File: src/rtl/keypad_matrix_scanner.sv
// Column-strobed key matrix scanner with a per-frame debounce FSM and a one-cycle key strobe.
// Optional auto-repeat while a key is held: define KEYPAD_AUTOREPEAT_EN.
module keypad_matrix_scanner #(
    parameter int CLOCK_HZ        = 10_000_000,
    parameter int SCAN_PERIOD_US  = 1000,
    parameter int ROWS            = 4,
    parameter int COLS            = 4,
    parameter int DEBOUNCE_FRAMES = 4,
    parameter int REPEAT_FRAMES   = 100
) (
    input  logic                           Clock,
    input  logic                           Reset,
    input  logic [ROWS-1:0]                Rows_i,
    output logic [COLS-1:0]                Columns_o,
    output logic [$clog2(ROWS*COLS)-1:0]   KeyCode_o,
    output logic                           KeyValid_o,
    output logic                           KeyPressed_o
);

    localparam int SLOT = CLOCK_HZ / 1_000_000 * SCAN_PERIOD_US;
    localparam int SW   = (SLOT > 1) ? $clog2(SLOT) : 1;
    localparam int CW   = (COLS > 1) ? $clog2(COLS) : 1;
    localparam int KW   = $clog2(ROWS * COLS);
    localparam int DW   = $clog2(DEBOUNCE_FRAMES + 1);

    if (SLOT < 4 || DEBOUNCE_FRAMES < 1 || REPEAT_FRAMES < 1 || ROWS * COLS < 2) begin : g_param_check
        $error("keypad_matrix_scanner: illegal parameter combination");
    end

    // Handshake: KeyValid_o is a single-cycle strobe with KeyCode_o valid in the same cycle; there
    // is no ready, so the consumer must take the code whenever the strobe is seen.

    typedef enum logic [1:0] {IDLE, DEB_PRESS, HELD, DEB_RELEASE} state_t;

    logic [ROWS-1:0] rows_meta, rows_sync;
    logic [SW-1:0]   slot_cnt;
    logic [CW-1:0]   col_idx;
    logic            sample, frame_end;
    logic            col_hit, cand_hit, frame_hit;
    logic [KW-1:0]   col_code, cand_code, frame_code;
    state_t          state_q, state_d;
    logic [DW-1:0]   cnt_q, cnt_d, cnt_inc;
    logic [KW-1:0]   key_q, key_d;
    logic            valid_d, pressed_d, rpt_fire;
    logic [KW-1:0]   code_d;

    always_ff @(posedge Clock) begin
        if (Reset) begin
            rows_meta <= '1;
            rows_sync <= '1;
        end else begin
            rows_meta <= Rows_i;
            rows_sync <= rows_meta;
        end
    end

    assign sample    = (slot_cnt == SW'(SLOT - 1));
    assign frame_end = sample && (col_idx == CW'(COLS - 1));

    always_ff @(posedge Clock) begin
        if (Reset) begin
            slot_cnt <= '0;
            col_idx  <= '0;
        end else if (sample) begin
            slot_cnt <= '0;
            col_idx  <= frame_end ? '0 : col_idx + 1'b1;
        end else begin
            slot_cnt <= slot_cnt + 1'b1;
        end
    end

    assign Columns_o = ~(COLS'(1) << col_idx);

    // Lowest pressed row in the column being sampled; scanning downwards leaves the lowest one.
    always_comb begin
        col_hit  = 1'b0;
        col_code = '0;
        for (int r = ROWS - 1; r >= 0; r--) begin
            if (!rows_sync[r]) begin
                col_hit  = 1'b1;
                col_code = KW'(int'(col_idx) * ROWS + r);
            end
        end
    end

    // The first hit of a frame sticks, so the final column only matters if nothing came before it.
    assign frame_hit  = cand_hit | col_hit;
    assign frame_code = cand_hit ? cand_code : col_code;

    always_ff @(posedge Clock) begin
        if (Reset || frame_end) begin
            cand_hit  <= 1'b0;
            cand_code <= '0;
        end else if (sample && !cand_hit && col_hit) begin
            cand_hit  <= 1'b1;
            cand_code <= col_code;
        end
    end

    always_ff @(posedge Clock) begin
        if (Reset) begin
            state_q <= IDLE;
            cnt_q   <= '0;
            key_q   <= '0;
        end else begin
            state_q <= state_d;
            cnt_q   <= cnt_d;
            key_q   <= key_d;
        end
    end

    assign cnt_inc = cnt_q + 1'b1;

    always_comb begin
        state_d = state_q;
        cnt_d   = cnt_q;
        key_d   = key_q;
        if (frame_end) begin
            case (state_q)
                IDLE: begin
                    if (frame_hit) begin
                        key_d = frame_code;
                        if (DEBOUNCE_FRAMES == 1) begin
                            state_d = HELD;
                            cnt_d   = '0;
                        end else begin
                            state_d = DEB_PRESS;
                            cnt_d   = DW'(1);
                        end
                    end
                end
                DEB_PRESS: begin
                    if (!frame_hit) begin
                        state_d = IDLE;
                        cnt_d   = '0;
                    end else if (frame_code != key_q) begin
                        key_d = frame_code;
                        cnt_d = DW'(1);
                    end else if (cnt_inc == DW'(DEBOUNCE_FRAMES)) begin
                        state_d = HELD;
                        cnt_d   = '0;
                    end else begin
                        cnt_d = cnt_inc;
                    end
                end
                HELD: begin
                    if (frame_hit && frame_code == key_q) begin
                        cnt_d = '0;
                    end else if (DEBOUNCE_FRAMES == 1) begin
                        state_d = IDLE;
                        cnt_d   = '0;
                    end else begin
                        state_d = DEB_RELEASE;
                        cnt_d   = DW'(1);
                    end
                end
                DEB_RELEASE: begin
                    if (frame_hit && frame_code == key_q) begin
                        state_d = HELD;
                        cnt_d   = '0;
                    end else if (cnt_inc == DW'(DEBOUNCE_FRAMES)) begin
                        state_d = IDLE;
                        cnt_d   = '0;
                    end else begin
                        cnt_d = cnt_inc;
                    end
                end
                default: begin
                    state_d = IDLE;
                    cnt_d   = '0;
                end
            endcase
        end
    end

`ifdef KEYPAD_AUTOREPEAT_EN
    localparam int RW = $clog2(REPEAT_FRAMES + 1);
    logic [RW-1:0] rpt_q;

    assign rpt_fire = frame_end && state_q == HELD && state_d == HELD && rpt_q == RW'(REPEAT_FRAMES - 1);

    always_ff @(posedge Clock) begin
        if (Reset || state_q != HELD) begin
            rpt_q <= '0;
        end else if (frame_end && state_d == HELD) begin
            rpt_q <= rpt_fire ? '0 : rpt_q + 1'b1;
        end
    end
`else
    assign rpt_fire = 1'b0;
`endif

    // Re-entering HELD from DEB_RELEASE is the same key still down, not a new press.
    always_comb begin
        valid_d = 1'b0;
        if (frame_end && state_d == HELD && (state_q == IDLE || state_q == DEB_PRESS)) begin
            valid_d = 1'b1;
        end
        if (rpt_fire) begin
            valid_d = 1'b1;
        end
        pressed_d = (state_d == HELD) || (state_d == DEB_RELEASE);
        code_d    = valid_d ? key_d : KeyCode_o;
    end

    always_ff @(posedge Clock) begin
        if (Reset) begin
            KeyCode_o    <= '0;
            KeyValid_o   <= 1'b0;
            KeyPressed_o <= 1'b0;
        end else begin
            KeyCode_o    <= code_d;
            KeyValid_o   <= valid_d;
            KeyPressed_o <= pressed_d;
        end
    end

endmodule

File: config.mk
export PLATFORM = sky130hd
export DESIGN_NAME = keypad_matrix_scanner
export DESIGN_NICKNAME = d
export VERILOG_FILES = /design/src/rtl/keypad_matrix_scanner.sv
export SDC_FILE = /design/constraint.sdc
export NUM_CORES = 1
export LEC_CHECK = 0
export BUFFER_PORTS_ARGS = -buffer_cell sky130_fd_sc_hd__buf_4
export CORE_UTILIZATION = 46
export CTS_CLUSTER_DIAMETER = 60
export DETAILED_ROUTE_END_ITERATION = 16
export GPL_TIMING_DRIVEN = 0
export PLACE_DENSITY = 0.62
export SLEW_MARGIN = 30
export SYNTH_ARGS = -nofsm -noshare
export SYNTH_HDL_FRONTEND = slang
export SYNTH_SLANG_ARGS = --single-unit
File: constraint.sdc
create_clock -name Clock -period 2.71 [get_ports Clock]
set_clock_uncertainty 0.15 [all_clocks]
set_input_delay 0.271 -clock Clock [delete_from_list [all_inputs] [get_ports Clock]]
set_output_delay 0.271 -clock Clock [all_outputs]
set_load 0.05 [all_outputs]
After elaboration in Yosys (flattened, before gate mapping) --
Index checks and enable logic that the tools add are counted.
Word-level totals: bits in registers 44, output and inout bits 10
Cells by class: add/sub/neg operators 6, equal/unequal tests 11, shift operators 1, multiplexer cells 32, bitwise logic cells 2, reductions and logical operators 13
Operators with widths (count):
- 4-bit 2-to-1 mux | 9
- 2-bit 2-to-1 mux | 9
- 3-bit 2-to-1 mux | 5
- 14-bit by 1-bit adder with 14-bit output, second input constant | 1
- 14-bit equality test, second input constant | 1
- 3-bit case mux with 4 select lines | 1
- 2-bit equality test, second input constant | 5
- 4-bit by 2-bit adder with 4-bit output, second input constant | 2
- 2-bit case mux with 4 select lines | 1
- 4-bit case mux with 2 select lines | 1
- 1-bit logical AND | 6
- 1-bit 2-to-1 mux | 6
- 4-bit by 1-bit adder with 4-bit output, second input constant | 1
- 4-bit equality test | 1
- 4-bit inequality test | 1
- 4-bit inverter | 1
- 1-bit by 2-bit << shifter with 4-bit output, first input constant | 1
- 3-bit by 1-bit adder with 3-bit output, second input constant | 1
- 3-bit equality test, second input constant | 1
- 1-bit logical OR | 3
- 2-bit by 1-bit adder with 2-bit output, second input constant | 1
- 2-bit by 1-bit equality test with 1-bit output, second input constant | 1
- 2-bit zero test | 1
- 2-bit inequality test, second input constant | 1
- other kinds (4) | 4

Logic depth before layout (Yosys ltp) --
Gate-level depths: netlist (run 1).
word-level depth 15, gate-level depth with buffers 9, mapped depth without buffers 8

Least setup slack after synthesis (run 1) --
No wires, ideal clock.
path kind reg2reg, start point reg slot_cnt[5], end point reg KeyCode_o[0], setup time 66 ps, arrival time 2272 ps, setup slack 223 ps, stages on the path, launching flop included 9, path buffers 1, clock period less this slack 2487 ps, cells stage by stage dfxtp_1 or4_1 or4_1 buf_6 nor2_8 nand2_4 nor3_4 mux2i_1 nor2b_1
On the way: longest elaborated chain between the ends 7
Ends and longest elaborated chain:
- start, declared | RTL line 36 | logic [SW-1:0] slot_cnt;
- start signal, assigned | RTL line 68 | slot_cnt <= slot_cnt + 1'b1;
- 14-bit equality test * | RTL line 57 | assign sample = (slot_cnt == SW'(SLOT - 1));
- 1-bit logical AND * | RTL line 58 | assign frame_end = sample && (col_idx == CW'(COLS - 1));
- 2-bit 2-to-1 mux | RTL line 118 | if (frame_end) begin
- 2-bit equality test | RTL line 196 | if (frame_end && state_d == HELD && (state_q == IDLE || state_q == DEB_PRESS)) begin
- 1-bit logical AND (2 in series) | RTL line 196
- 1-bit 2-to-1 mux | RTL line 196
- end signal, assigned | RTL line 212 | KeyCode_o <= code_d;
- end, declared | RTL line 15 | output logic [$clog2(ROWS*COLS)-1:0] KeyCode_o,
Every way passes the cells marked *; elsewhere a longest branch is shown, timed or not. A chain may end at the register's enable or synchronous reset.

Worst setup path after layout (run 1) --
Ends and elaborated chain as after synthesis.

==> results.md, run 1 <==
* Hold Path Sink: col_idx[1]
* Max Root-Sink Buffers at 2
* Global-route wire length before repair at 6.09 mm
* Switching pwr at 259 µW
* Combinational share of power at 5.8%
* Largest net degree at the start of global routing at 14
* Worst r2r src: slot_cnt[5]
* Setup WS pre-CTS at -0.0789 ns
* Row cnt at 23
* Core area at 0.00414 mm²
* Power per cell area at 480 mW/mm²
* CTS Sinks at 44
* Layout cell share with drive strength beyond 1 at 19.1%
* GRT Total Usage at 17.7%
* Crit path cell chain: or4_4 -> or4_1 -> buf_6 -> nor2_8 -> nand2_4 -> nor3_4 -> mux2i_1 -> nor2b_2
* HP Class: input port to flip-flop
* Maximum vdd drop at 302 µV
* Critical path startpoint category: flip-flop
* Worst hold stages at 2
* First-pass DRT Iterations at 4
* Clock power share at 36.6%
* Hold slack at 0.226 ns
* Status: finished clean
* EDFF count, synth at 0
* Worst-Margin Slew at 0.654 ns
* RSZ-0062 raised after global routing: false
* Worst Reg-to-Reg Cells at 8
* Sequential power share at 57.6%
* Leading area contributor after synthesis: dfxtp_1
* Max-cap viol count at 0
* Lkg Pwr at 0.000978 µW
* Post-synth top area share at 43.1%
* Worst Setup End Kind: flip-flop
* Post-CTS setup buffers at 0
* Netlist cell types at 44
* Io pins at 16
* Max Fclk at 0.388 GHz
* Synth Cell Area at 0.00204 mm²
* Critical Path RT at 2.79 ns
* Vias in the first global route at 1,316
* Post-Route WL at 3.62 mm
* Vias per inst at 5.07
* Grt total ovfl at 0
* Final GP Congestion at 0.781
* Post-Synthesis Cells at 231
* Final antenna-violating net count at 0
* CTS buffer count at 5
* Flop2flop setup slack at 0.13 ns
* Syn Area/Cell at 8.85 µm²
* Die Area at 0.00471 mm²
* CP max FO at 6
* Drc violations at 0
* Asr flop ratio synth at 0%
* Hold Startpoint: Reset
* Setup TNS at 0 ns
* Drt initial violations at 101
* Internal power at 891 µW
* Register area share after synthesis at 43.1%
* Port bufs at 14
* CP peak stage delay at 0.55 ns
* Most used DFF post-synth: dfxtp_1
* Synthesized flop and latch total at 44
* Wire per inst at 11.8 µm
* Initial antenna violation count at 0
* Crit share post-route at 95.0%
* Die Y at 68.6 µm
* Synth top area cells: dfxtp_1 (43%), nor2_1 (5.3%), xor2_1 (4.7%)
* Root buffer cell: clkbuf_8
* Worst Path Arrival at 2.66 ns
* Nets at 269
* Final setup vio count at 0
* Commonest cells post-synth: dfxtp_1 (44), nor2_1 (29), nand2_1 (20)
* Initial core utilization at 49.3%
* DR vias at 1,558
* Number of antenna diodes at 0
* Die X at 68.6 µm
* Most frequent cell after synthesis: dfxtp_1
* CTS tree: done
* Clock Pin Slew Worst Setup and Hold Paths at 0.08 ns
* Total power draw at 1150 µW
* Rel. slew slack at 55.8%
* HPWL after DPL at 2.64 mm
* Sw Share at 22.5%
* Post-Syn Nets at 244
* Clock insertion delay at the later pin of the skew report at 0.29 ns
* CP Class: flip-flop to flip-flop
* Ys Warns at 0
* # H-tree levels at 2
* Crit Reg-Reg Endpoint: KeyCode_o[0]
* CP max stage cell: or4_1
* Slack of the critical path at 0.135 ns
* Final Hold Vio Count at 0
* Max-slew violations at 0
* Synthesis-to-layout area growth at 17.3%
* Post-route minimum period at 2.58 ns
## per-layer routing
| metal | track usage (%) | up-vias | share of wire (%) |
|---|---|---|---|
| met1 | 26.9 | 693 | 56 |
| met4 | 5.47 | 0 | 1.3 |
| met3 | 4.93 | 7 | 4.1 |
| met5 | 0 | - | 0 |
| li1 | - | 828 | - |
| met2 | 23.5 | 30 | 39 |
## kinds of logic (layout without fill, tap and decap cells)
group / Yosys count / count (layout) / share of synthesized area [%]
compound gates: 28 / 28 / 8.39
fa+ha+maj: 7 / 7 / 4.29
flops: 44 / 44 / 43.1
buf+inv: 21 / 47 / 4.29
xor+xnor: 16 / 16 / 6.86
simple gates: 105 / 105 / 27.9
mux: 10 / 10 / 5.14
## area by class of cell
cell class | count | area, µm²
buffer | 7 | 35.0
clock buffer | 7 | 86.3
clock inverter | 1 | 7.51
fill | 388 | 1750
inverter | 14 | 52.6
multi-input combinational | 166 | 1130
sequential | 44 | 882
tap | 50 | 62.6
timing repair buffer | 18 | 145
## power by group through the flow
stage                     Clock (µW)  Sequential (µW)  Combinational, µW
after floorplan                    0              676               40.7
after global placement             0              677               55.6
after detailed placement           0              677               55.6
after CTS                        437              662               61.4
after global routing             461              664               73.6
final                            421              663               66.1
## cell usage in the layout (no fill, tap or decap), types with 2 or more instances in the layout
master | netlist | routed
o21ai_0 | 5 | 5
nand3_1 | 12 | 12
buf_4 | 0 | 14
nand2_1 | 20 | 20
nor3_1 | 2 | 2
ha_1 | 7 | 7
nand4_1 | 4 | 4
and2_1 | 2 | 2
clkbuf_1 | 5 | 6
and3_1 | 4 | 4
nor2b_2 | 0 | 2
dfxtp_1 | 44 | 43
nor2_1 | 29 | 28
nand2_4 | 2 | 2
xnor2_1 | 5 | 5
or2_2 | 9 | 9
clkbuf_8 | 0 | 6
nor2b_1 | 5 | 3
dlygate4sd3_1 | 0 | 4
xor2_1 | 11 | 11
inv_1 | 14 | 14
a21oi_1 | 12 | 12
mux2i_1 | 9 | 9
nand2b_1 | 3 | 3
## worst max-delay path, delay by kind of cell, from the launching register on
kind                   cells  cell delay (ns)
muxes                      1             0.21
buffers and inverters      1             0.16
DFF                        1             0.35
and+or+nand+nor            6             1.64
## stage by stage
| stage | utilization, % | area [µm²] | std cells |
|---|---|---|---|
| 6_report | 57.9 | 2400 | 307 |
| 5_1_grt | 57.9 | 2400 | 307 |
| 4_1_cts | 56.7 | 2350 | 307 |
| 3_5_place_dp | 53.4 | 2210 | 295 |
| 3_3_place_gp | 53.4 | 2210 | 295 |
| 2_1_floorplan | - | 2040 | 231 |
## state kept, by name (all words and copies together) (netlist names), 2 cells and up
register	count
key_q	4
cand_code	4
col_idx	2
slot_cnt	14
KeyCode_o	4
rows_meta	4
state_q	2
cnt_q	3
rows_sync	4
## worst max-delay path by stage
stage          depth (start not counted)           end  slack [ns]          from
5_1_grt                                8  KeyCode_o[1]       0.002   slot_cnt[5]
3_3_place_gp                           8  KeyCode_o[0]       -0.06  rows_sync[1]
4_1_cts                                8  KeyCode_o[0]        0.02  rows_sync[1]
2_1_floorplan                          8  KeyCode_o[0]        0.22   slot_cnt[5]
6_report                               8  KeyCode_o[0]        0.13   slot_cnt[5]
3_5_place_dp                           8  KeyCode_o[3]       -0.08  rows_sync[1]
## timing repair
item	CTS	global route
setup endpoints to repair	4	14
hold endpoints to repair	4	0
hold buffers	4	0
pin swaps	0	1
resized for setup	1	10
Note: power is estimated with default switching activity, not from simulation.
==> run 2: changes to the inputs <==
- ABC_AREA: unset -> 1
- MAX_ROUTING_LAYER: unset -> met4
- clock period: 2.71 -> 2.95 ns (I/O delays scaled with it)
==> results.md, run 2 <==
* Status: finished clean (unchanged)
* Worst Path Arrival at 2.10 ns (was 2.66 ns)
* Final Hold Vio Count at 0 (unchanged)
* Vias in the first global route at 1,687 (was 1,316)
* Maximum vdd drop at 281 µV (was 302 µV)
* Critical Path RT at 3.04 ns (was 2.79 ns)
* Crit path top cell by count: nand2_1
* Worst-Margin Slew at 0.542 ns (was 0.654 ns)
* Most used DFF post-synth: dfxtp_1 (unchanged)
* DR vias at 1,818 (was 1,558)
* Die Area at 0.00503 mm² (was 0.00471 mm²)
* Largest net degree at the start of global routing at 14 (unchanged)
* Most frequent cell after synthesis: nand2_1 (was dfxtp_1)
* Placed insts at 370 (was 295)
* GRT Total Usage at 18.9% (was 17.7%)
* Final GP Congestion at 0.788 (was 0.781)
* Clock Pin Slew Worst Setup and Hold Paths at 0.08 ns (about the same)
* Largest delay share family, worst path: simple AND/OR/NAND/NOR gates (unchanged)
* Worst Reg-to-Reg Cells at 15 (was 8)
* Filler cells at 454 (was 388)
* Flop2flop setup slack at 0.94 ns (was 0.13 ns)
* Ys Warns at 0 (unchanged)
* Critical path startpoint category: flip-flop (unchanged)
* RSZ-0062 raised after global routing: false (unchanged)
* Max-slew violations at 0 (unchanged)
* CP Class: flip-flop to flip-flop (unchanged)
* Commonest cells post-synth: nand2_1 (75), dfxtp_1 (44), inv_1 (40) (was dfxtp_1 (44), nor2_1 (29), nand2_1 (20))
* HP Class: input port to flip-flop (unchanged)
* EDFF count, synth at 0 (unchanged)
* Crit share post-route at 68.2% (was 95.0%)
* Worst Setup End Kind: flip-flop (unchanged)
* Synthesized flop and latch total at 44 (unchanged)
* Clock insertion delay at the later pin of the skew report at 0.29 ns (about the same)
* Register area share after synthesis at 40.3% (was 43.1%)
* Power per cell area at 430 mW/mm² (was 480 mW/mm²)
* Initial antenna violation count at 0 (unchanged)
* Total power draw at 1050 µW (was 1150 µW)
* Nets at 338 (was 269)
* Number of flip-flops in the largest register at 14 (unchanged)
* Die Y at 70.9 µm (was 68.6 µm)
* Initial core utilization at 48.9% (was 49.3%)
* Syn Area/Cell at 7.19 µm² (was 8.85 µm²)
* Post-Syn Nets at 317 (was 244)
* Most frequent cells in the layout: nand2_1 (75), dfxtp_1 (44), inv_1 (40), nor2_1 (34), a21oi_1 (22) (was dfxtp_1 (43), nor2_1 (28), nand2_1 (20), inv_1 (14), buf_4 (14))
* # H-tree levels at 2 (unchanged)
* Layout cell share with drive strength beyond 1 at 17.8% (was 19.1%)
* Global-route wire length before repair at 7.25 mm (was 6.09 mm)
* Leading area contributor after synthesis: dfxtp_1 (unchanged)
* Post-synth top area share at 40.3% (was 43.1%)
* Crit path from: slot_cnt[0] (was slot_cnt[5])
* Io pins at 16 (unchanged)
* Post-route minimum period at 2.01 ns (was 2.58 ns)
* CTS Sinks at 44 (unchanged)
* Post-CTS resize count at 0 (was 1)
* Wire per inst at 10.6 µm (was 11.8 µm)
* Crit path cell chain: ha_1 -> nand2_1 -> inv_2 -> nand2_2 -> nor2_2 -> nand2_2 -> clkinv_2 -> nand2_4 -> nor2_8 -> nand2_2 -> nand2_1 -> nand2_1 -> nand3_1 -> nand2_1 -> nor2_1 (was or4_4 -> or4_1 -> buf_6 -> nor2_8 -> nand2_4 -> nor3_4 -> mux2i_1 -> nor2b_2)
* Vias per inst at 4.81 (was 5.07)
* Number of antenna diodes at 0 (unchanged)
* Synth Cell Area at 0.00219 mm² (was 0.00204 mm²)
* Final setup vio count at 0 (unchanged)
* Synth top area cells: dfxtp_1 (40%), nand2_1 (13%), inv_1 (6.9%) (was dfxtp_1 (43%), nor2_1 (5.3%), xor2_1 (4.7%))
* Hold Path Sink: rows_meta[0] (was col_idx[1])
* Core area at 0.00447 mm² (was 0.00414 mm²)
* CTS buffer count at 5 (unchanged)
* Drc violations at 0 (unchanged)
* Row cnt at 24 (was 23)
* Die X at 70.9 µm (was 68.6 µm)
* CP peak stage delay at 0.36 ns (was 0.55 ns)
* Final antenna-violating net count at 0 (unchanged)
* Drt initial violations at 48 (was 101)
* WP buf/inv at 2 (was 1)
* Lkg Pwr at 0.00110 µW (was 0.000978 µW)
* Register with the most flip-flops: slot_cnt (unchanged)
* Hold Startpoint: Rows_i[0] (was Reset)
* Post-CTS setup buffers at 0 (unchanged)
* Final cell count without fillers at 378 (was 307)
* Asr flop ratio synth at 0% (unchanged)
* Netlist cell types at 32 (was 44)
* Worst r2r src: slot_cnt[0] (was slot_cnt[5])
* Setup TNS at 0 ns (unchanged)
* HPWL after DPL at 2.93 mm (was 2.64 mm)
* CP max stage cell: dfxtp_1 (was or4_1)
* Max Root-Sink Buffers at 2 (unchanged)
* Most common cell after layout, fill and taps aside: nand2_1 (was dfxtp_1)
* Root buffer cell: clkbuf_8 (unchanged)
* CP max FO at 8 (was 6)
* Worst hold stages at 2 (unchanged)
* Port bufs at 14 (unchanged)
* Crit Reg-Reg Endpoint: KeyCode_o[2] (was KeyCode_o[0])
* First-pass DRT Iterations at 6 (was 4)
* Max-cap viol count at 0 (unchanged)
* Rel. slew slack at 63.8% (was 55.8%)
* CTS tree: done (unchanged)
* Post-Route WL at 3.99 mm (was 3.62 mm)
* Post-Synthesis Cells at 304 (was 231)
* Synthesis-to-layout area growth at 12.0% (was 17.3%)
* Grt total ovfl at 0 (unchanged)
* # hold bufs at CTS at 0 (was 4)
* Max Fclk at 0.497 GHz (was 0.388 GHz)
[run 2: changes by cell type after synthesis, sizes merged, moves of 3 or more]
cell / previous run / this run
o21ai: 6 / 9
nand2: 22 / 84
nand2b: 3 / 0
mux2i: 9 / 0
a21oi: 12 / 22
nand3: 12 / 21
nor2b: 5 / 0
and3: 4 / 0
nor2: 30 / 39
xor2: 11 / 2
xnor2: 5 / 2
inv: 14 / 43
[run 2: stage by stage]
stage	worst slack (ns)	hold WS [ns]	cell area, µm²	utilization [%]
global placement	0.909	0.240	2360	52.7
detailed placement	0.906	0.244	2360	52.7
CTS	0.912	0.0187	2450	54.7
floorplan	1.16	0.239	2190	-
global route	0.683	0.0198	2450	54.7
finish	0.938	0.0334	2450	54.7
[run 2: how the worst max path moves through the flow]
stage | to | slack (ns) | cells after the start
floorplan | KeyCode_o[3] | 1.16 | 14
global placement | slot_cnt[7] | 0.91 | 5
detailed placement | slot_cnt[13] | 0.91 | 5
CTS | KeyCode_o[2] | 0.91 | 15
global route | KeyCode_o[2] | 0.68 | 15
finish | KeyCode_o[2] | 0.94 | 15
[run 2: logic make-up (layout without fill, tap and decap cells)]
logic type	count (synthesis)	after routing	share of synthesized area, %
buf+inv	50	72	8.99
xor+xnor	4	4	1.60
simple gates	166	166	37.1
flops	44	44	40.3
compound gates	33	33	7.96
fa+ha+maj	7	7	4.01
[run 2: layer usage]
metal,share of wire (%),vias up,global-route usage [%]
met3,3.0,9,4.56
met2,44,23,29.4
met5,0,-,-
li1,-,992,-
met4,1.8,0,7.11
met1,52,794,23.9
[run 2: area by class of cell]
class	instances	area, µm²	area share [%]
plain buffers	5	26.3	1.07
multi-input cells	210	1110	45.3
clock buffers	6	82.6	3.37
clock inverters	2	10.0	0.409
well taps	52	65.1	2.66
inverters	45	170	6.95
flip-flops and latches	44	881	36.0
repair buffers	14	105	4.29
[run 2: power breakdown]
part	switching [µW]	total [µW]	internal, µW	leakage [µW]
clock	199	386	187	0.0000510
sequential	3.71	605	602	0.000357
combinational	40.2	60.7	20.5	0.000690
total	243	1050	809	0.00110
[run 2: worst reg2reg max path, cell delays in order (launching register included)]
cell and delay (ns):
dfxtp_1 0.36, ha_1 0.17, nand2_1 0.07, inv_2 0.06, nand2_2 0.06, nor2_2 0.14
nand2_2 0.11, clkinv_2 0.11, nand2_4 0.09, nor2_8 0.17, nand2_2 0.13, nand2_1 0.08
nand2_1 0.07, nand3_1 0.08, nand2_1 0.05, nor2_1 0.08
==> run 3: changes to the inputs <==
- ABC_AREA: 1 -> 0
- clock period: 2.95 -> 1.9 ns (I/O delays scaled with it)
==> results.md, run 3 (synthesis gave the netlist of run 1 again) <==
* Largest net degree at the start of global routing at 13 (was 14)
* Drc violations at 0 (unchanged)
* Max-cap viol count at 0 (unchanged)
* CP max FO at 4 (was 8)
* Failing checks: setup timing
* Max Used Layer: met4 (unchanged)
* Sw Share at 23.6% (was 23.1%)
* Synthesis-to-layout area growth at 34.1% (was 12.0%)
* Final setup vio count at 35 (was 0)
* Critical path startpoint category: flip-flop (unchanged)
* Nets at 287 (was 338)
* HPWL after DPL at 2.86 mm (was 2.93 mm)
* Global-route wire length before repair at 6.89 mm (was 7.25 mm)
* Layout cell share with drive strength beyond 1 at 36.7% (was 17.8%)
* Final GP Congestion at 0.852 (was 0.788)
* Met2 wire len at 2.02 mm (was 1.74 mm)
* DR vias at 1,689 (was 1,818)
* GRT Total Usage at 21.0% (was 18.9%)
* RSZ-0062 raised after global routing: true (was false)
* Routed wl met3 at 131 µm (was 120 µm)
* Power per cell area at 619 mW/mm² (was 430 mW/mm²)
* Placed insts at 295 (was 370)
* Worst-Margin Slew at 0.513 ns (was 0.542 ns)
* Row cnt at 23 (was 24)
* Rel. slew slack at 65.4% (was 63.8%)
* Die Area at 0.00471 mm² (was 0.00503 mm²)
* Number of flip-flops in the largest register at 14 (unchanged)
* HP Class: input port to flip-flop (unchanged)
* Vias per inst at 5.20 (was 4.81)
* Internal power at 1300 µW (was 809 µW)
* Initial core utilization at 49.3% (was 48.9%)
* Core area at 0.00414 mm² (was 0.00447 mm²)
* Post-Route WL at 4.49 mm (was 3.99 mm)
* Root buffer cell: clkbuf_8 (unchanged)
* Die X at 68.6 µm (was 70.9 µm)
* Port bufs at 14 (unchanged)
* Met1 WL at 2.28 mm (was 2.06 mm)
* Crit path cell chain: or4_4 -> or4_4 -> nor2_8 -> nand2_4 -> nor3_4 -> buf_6 -> mux2i_1 -> nor2b_1 (was ha_1 -> nand2_1 -> inv_2 -> nand2_2 -> nor2_2 -> nand2_2 -> clkinv_2 -> nand2_4 -> nor2_8 -> nand2_2 -> nand2_1 -> nand2_1 -> nand3_1 -> nand2_1 -> nor2_1)
* Final cell count without fillers at 325 (was 378)
* Slack of the critical path at -0.530 ns (was 0.938 ns)
* First-pass DRT Iterations at 4 (was 6)
* Max Root-Sink Buffers at 2 (unchanged)
* Largest delay share family, worst path: simple AND/OR/NAND/NOR gates (unchanged)
* Multi-input logic area at 0.00130 mm² (was 0.00111 mm²)
* Crit path top cell by count: or4_4 (was nand2_1)
* Clock power share at 36.0% (was 36.7%)
* Io pins at 16 (unchanged)
* Final antenna-violating net count at 0 (unchanged)
* Clock Pin Slew Worst Setup and Hold Paths at 0.08 ns (about the same)
* Most frequent cells in the layout: dfxtp_1 (34), buf_4 (32), nor2_1 (26), nand2_1 (18), inv_1 (13) (was nand2_1 (75), dfxtp_1 (44), inv_1 (40), nor2_1 (34), a21oi_1 (22))
* # H-tree levels at 2 (unchanged)
* CTS Sinks at 44 (unchanged)
* Vias in the first global route at 1,505 (was 1,687)
* Status: finished, violations left (was finished clean)
* Filler cells at 368 (was 454)
* CP peak stage delay at 0.54 ns (was 0.36 ns)
* Combinational share of power at 8.4% (was 5.8%)
* WP buf/inv at 1 (was 2)
* Worst Path Arrival at 2.51 ns (was 2.10 ns)
* Setup TNS at -11.57 ns (was 0 ns)
* Clock insertion delay at the later pin of the skew report at 0.30 ns (was 0.29 ns)
* Sequential power share at 55.6% (was 57.6%)
* CTS tree: done (unchanged)
* Area after DPL at 0.00229 mm² (was 0.00236 mm²)
* Grt total ovfl at 0 (unchanged)
* Wire per inst at 13.8 µm (was 10.6 µm)
* Die Y at 68.6 µm (was 70.9 µm)
* Worst Setup End Kind: flip-flop (unchanged)
* Maximum vdd drop at 364 µV (was 281 µV)
* Post-route minimum period at 2.43 ns (was 2.01 ns)
* Final Hold Vio Count at 0 (unchanged)
* Most common cell after layout, fill and taps aside: dfxtp_1 (was nand2_1)
* Max-slew violations at 0 (unchanged)
* Finished Core Util at 66.1% (was 54.7%)
* CP Class: flip-flop to flip-flop (unchanged)
* Lkg Pwr at 0.00111 µW (was 0.00110 µW)
* Final Cell Area at 0.00274 mm² (was 0.00245 mm²)
* CTS buffer count at 5 (unchanged)
* Switching pwr at 400 µW (was 243 µW)
* Seq. cell area at 903 µm² (was 881 µm²)
* Drt initial violations at 66 (was 48)
* Initial antenna violation count at 0 (unchanged)
* Max Fclk at 0.411 GHz (was 0.497 GHz)
* Crit share post-route at 128% (was 68.2%)
* Number of antenna diodes at 0 (unchanged)
* Critical Path RT at 1.98 ns (was 3.04 ns)
* Register with the most flip-flops: slot_cnt (unchanged)
* CP max stage cell: or4_4 (was dfxtp_1)
run 3: what timing repair did:
| item | CTS | global route |
|---|---|---|
| hold endpoints to repair | 4 | 0 |
| setup buffers | 18 | 2 |
| pin swaps | 14 | 10 |
| setup endpoints to repair | 35 | 35 |
| hold buffers | 4 | 0 |
| cloned | 0 | 0 |
| gates resized for setup | 26 | 19 |
run 3: final timing paths:
path	start	to	slack, ns	depth (start not counted)
max	slot_cnt[12]	KeyCode_o[2]	-0.53	8
min	Reset	col_idx[1]	0.18	2
max reg2reg	slot_cnt[12]	KeyCode_o[2]	-0.53	8
min reg2reg	rows_meta[3]	rows_sync[3]	0.26	1
run 3: cell type report:
type | instances | share of cell area, %
Tap cell | 50 | 2.28
Clock buffer | 8 | 3.29
Sequential cell | 44 | 33.0
Inverter | 14 | 2.01
Buffer | 6 | 1.51
Timing Repair Buffer | 37 | 10.6
Multi-Input combinational cell | 166 | 47.3
run 3: per-layer routing:
layer / GRT usage (%) / up-vias
met5: - / -
met4: 7.81 / 0
met3: 5.43 / 6
met2: 31.1 / 24
met1: 27.4 / 794
li1: - / 865
run 3: through the flow:
stage	power, µW	hold slack, ns	setup WS, ns
5_1_grt	1760	0.184	-0.613
2_1_floorplan	1040	0.144	-0.490
6_report	1700	0.176	-0.530
3_3_place_gp	1060	0.224	-0.725
4_1_cts	1690	0.164	-0.519
3_5_place_dp	1060	0.227	-0.773
run 3: power groups by stage:
stage,clock network (µW),logic [µW],registers [µW]
4_1_cts,616,128,944
2_1_floorplan,0,73.0,965
6_report,611,142,943
5_1_grt,665,152,946
3_5_place_dp,0,95.7,967
3_3_place_gp,0,94.8,967
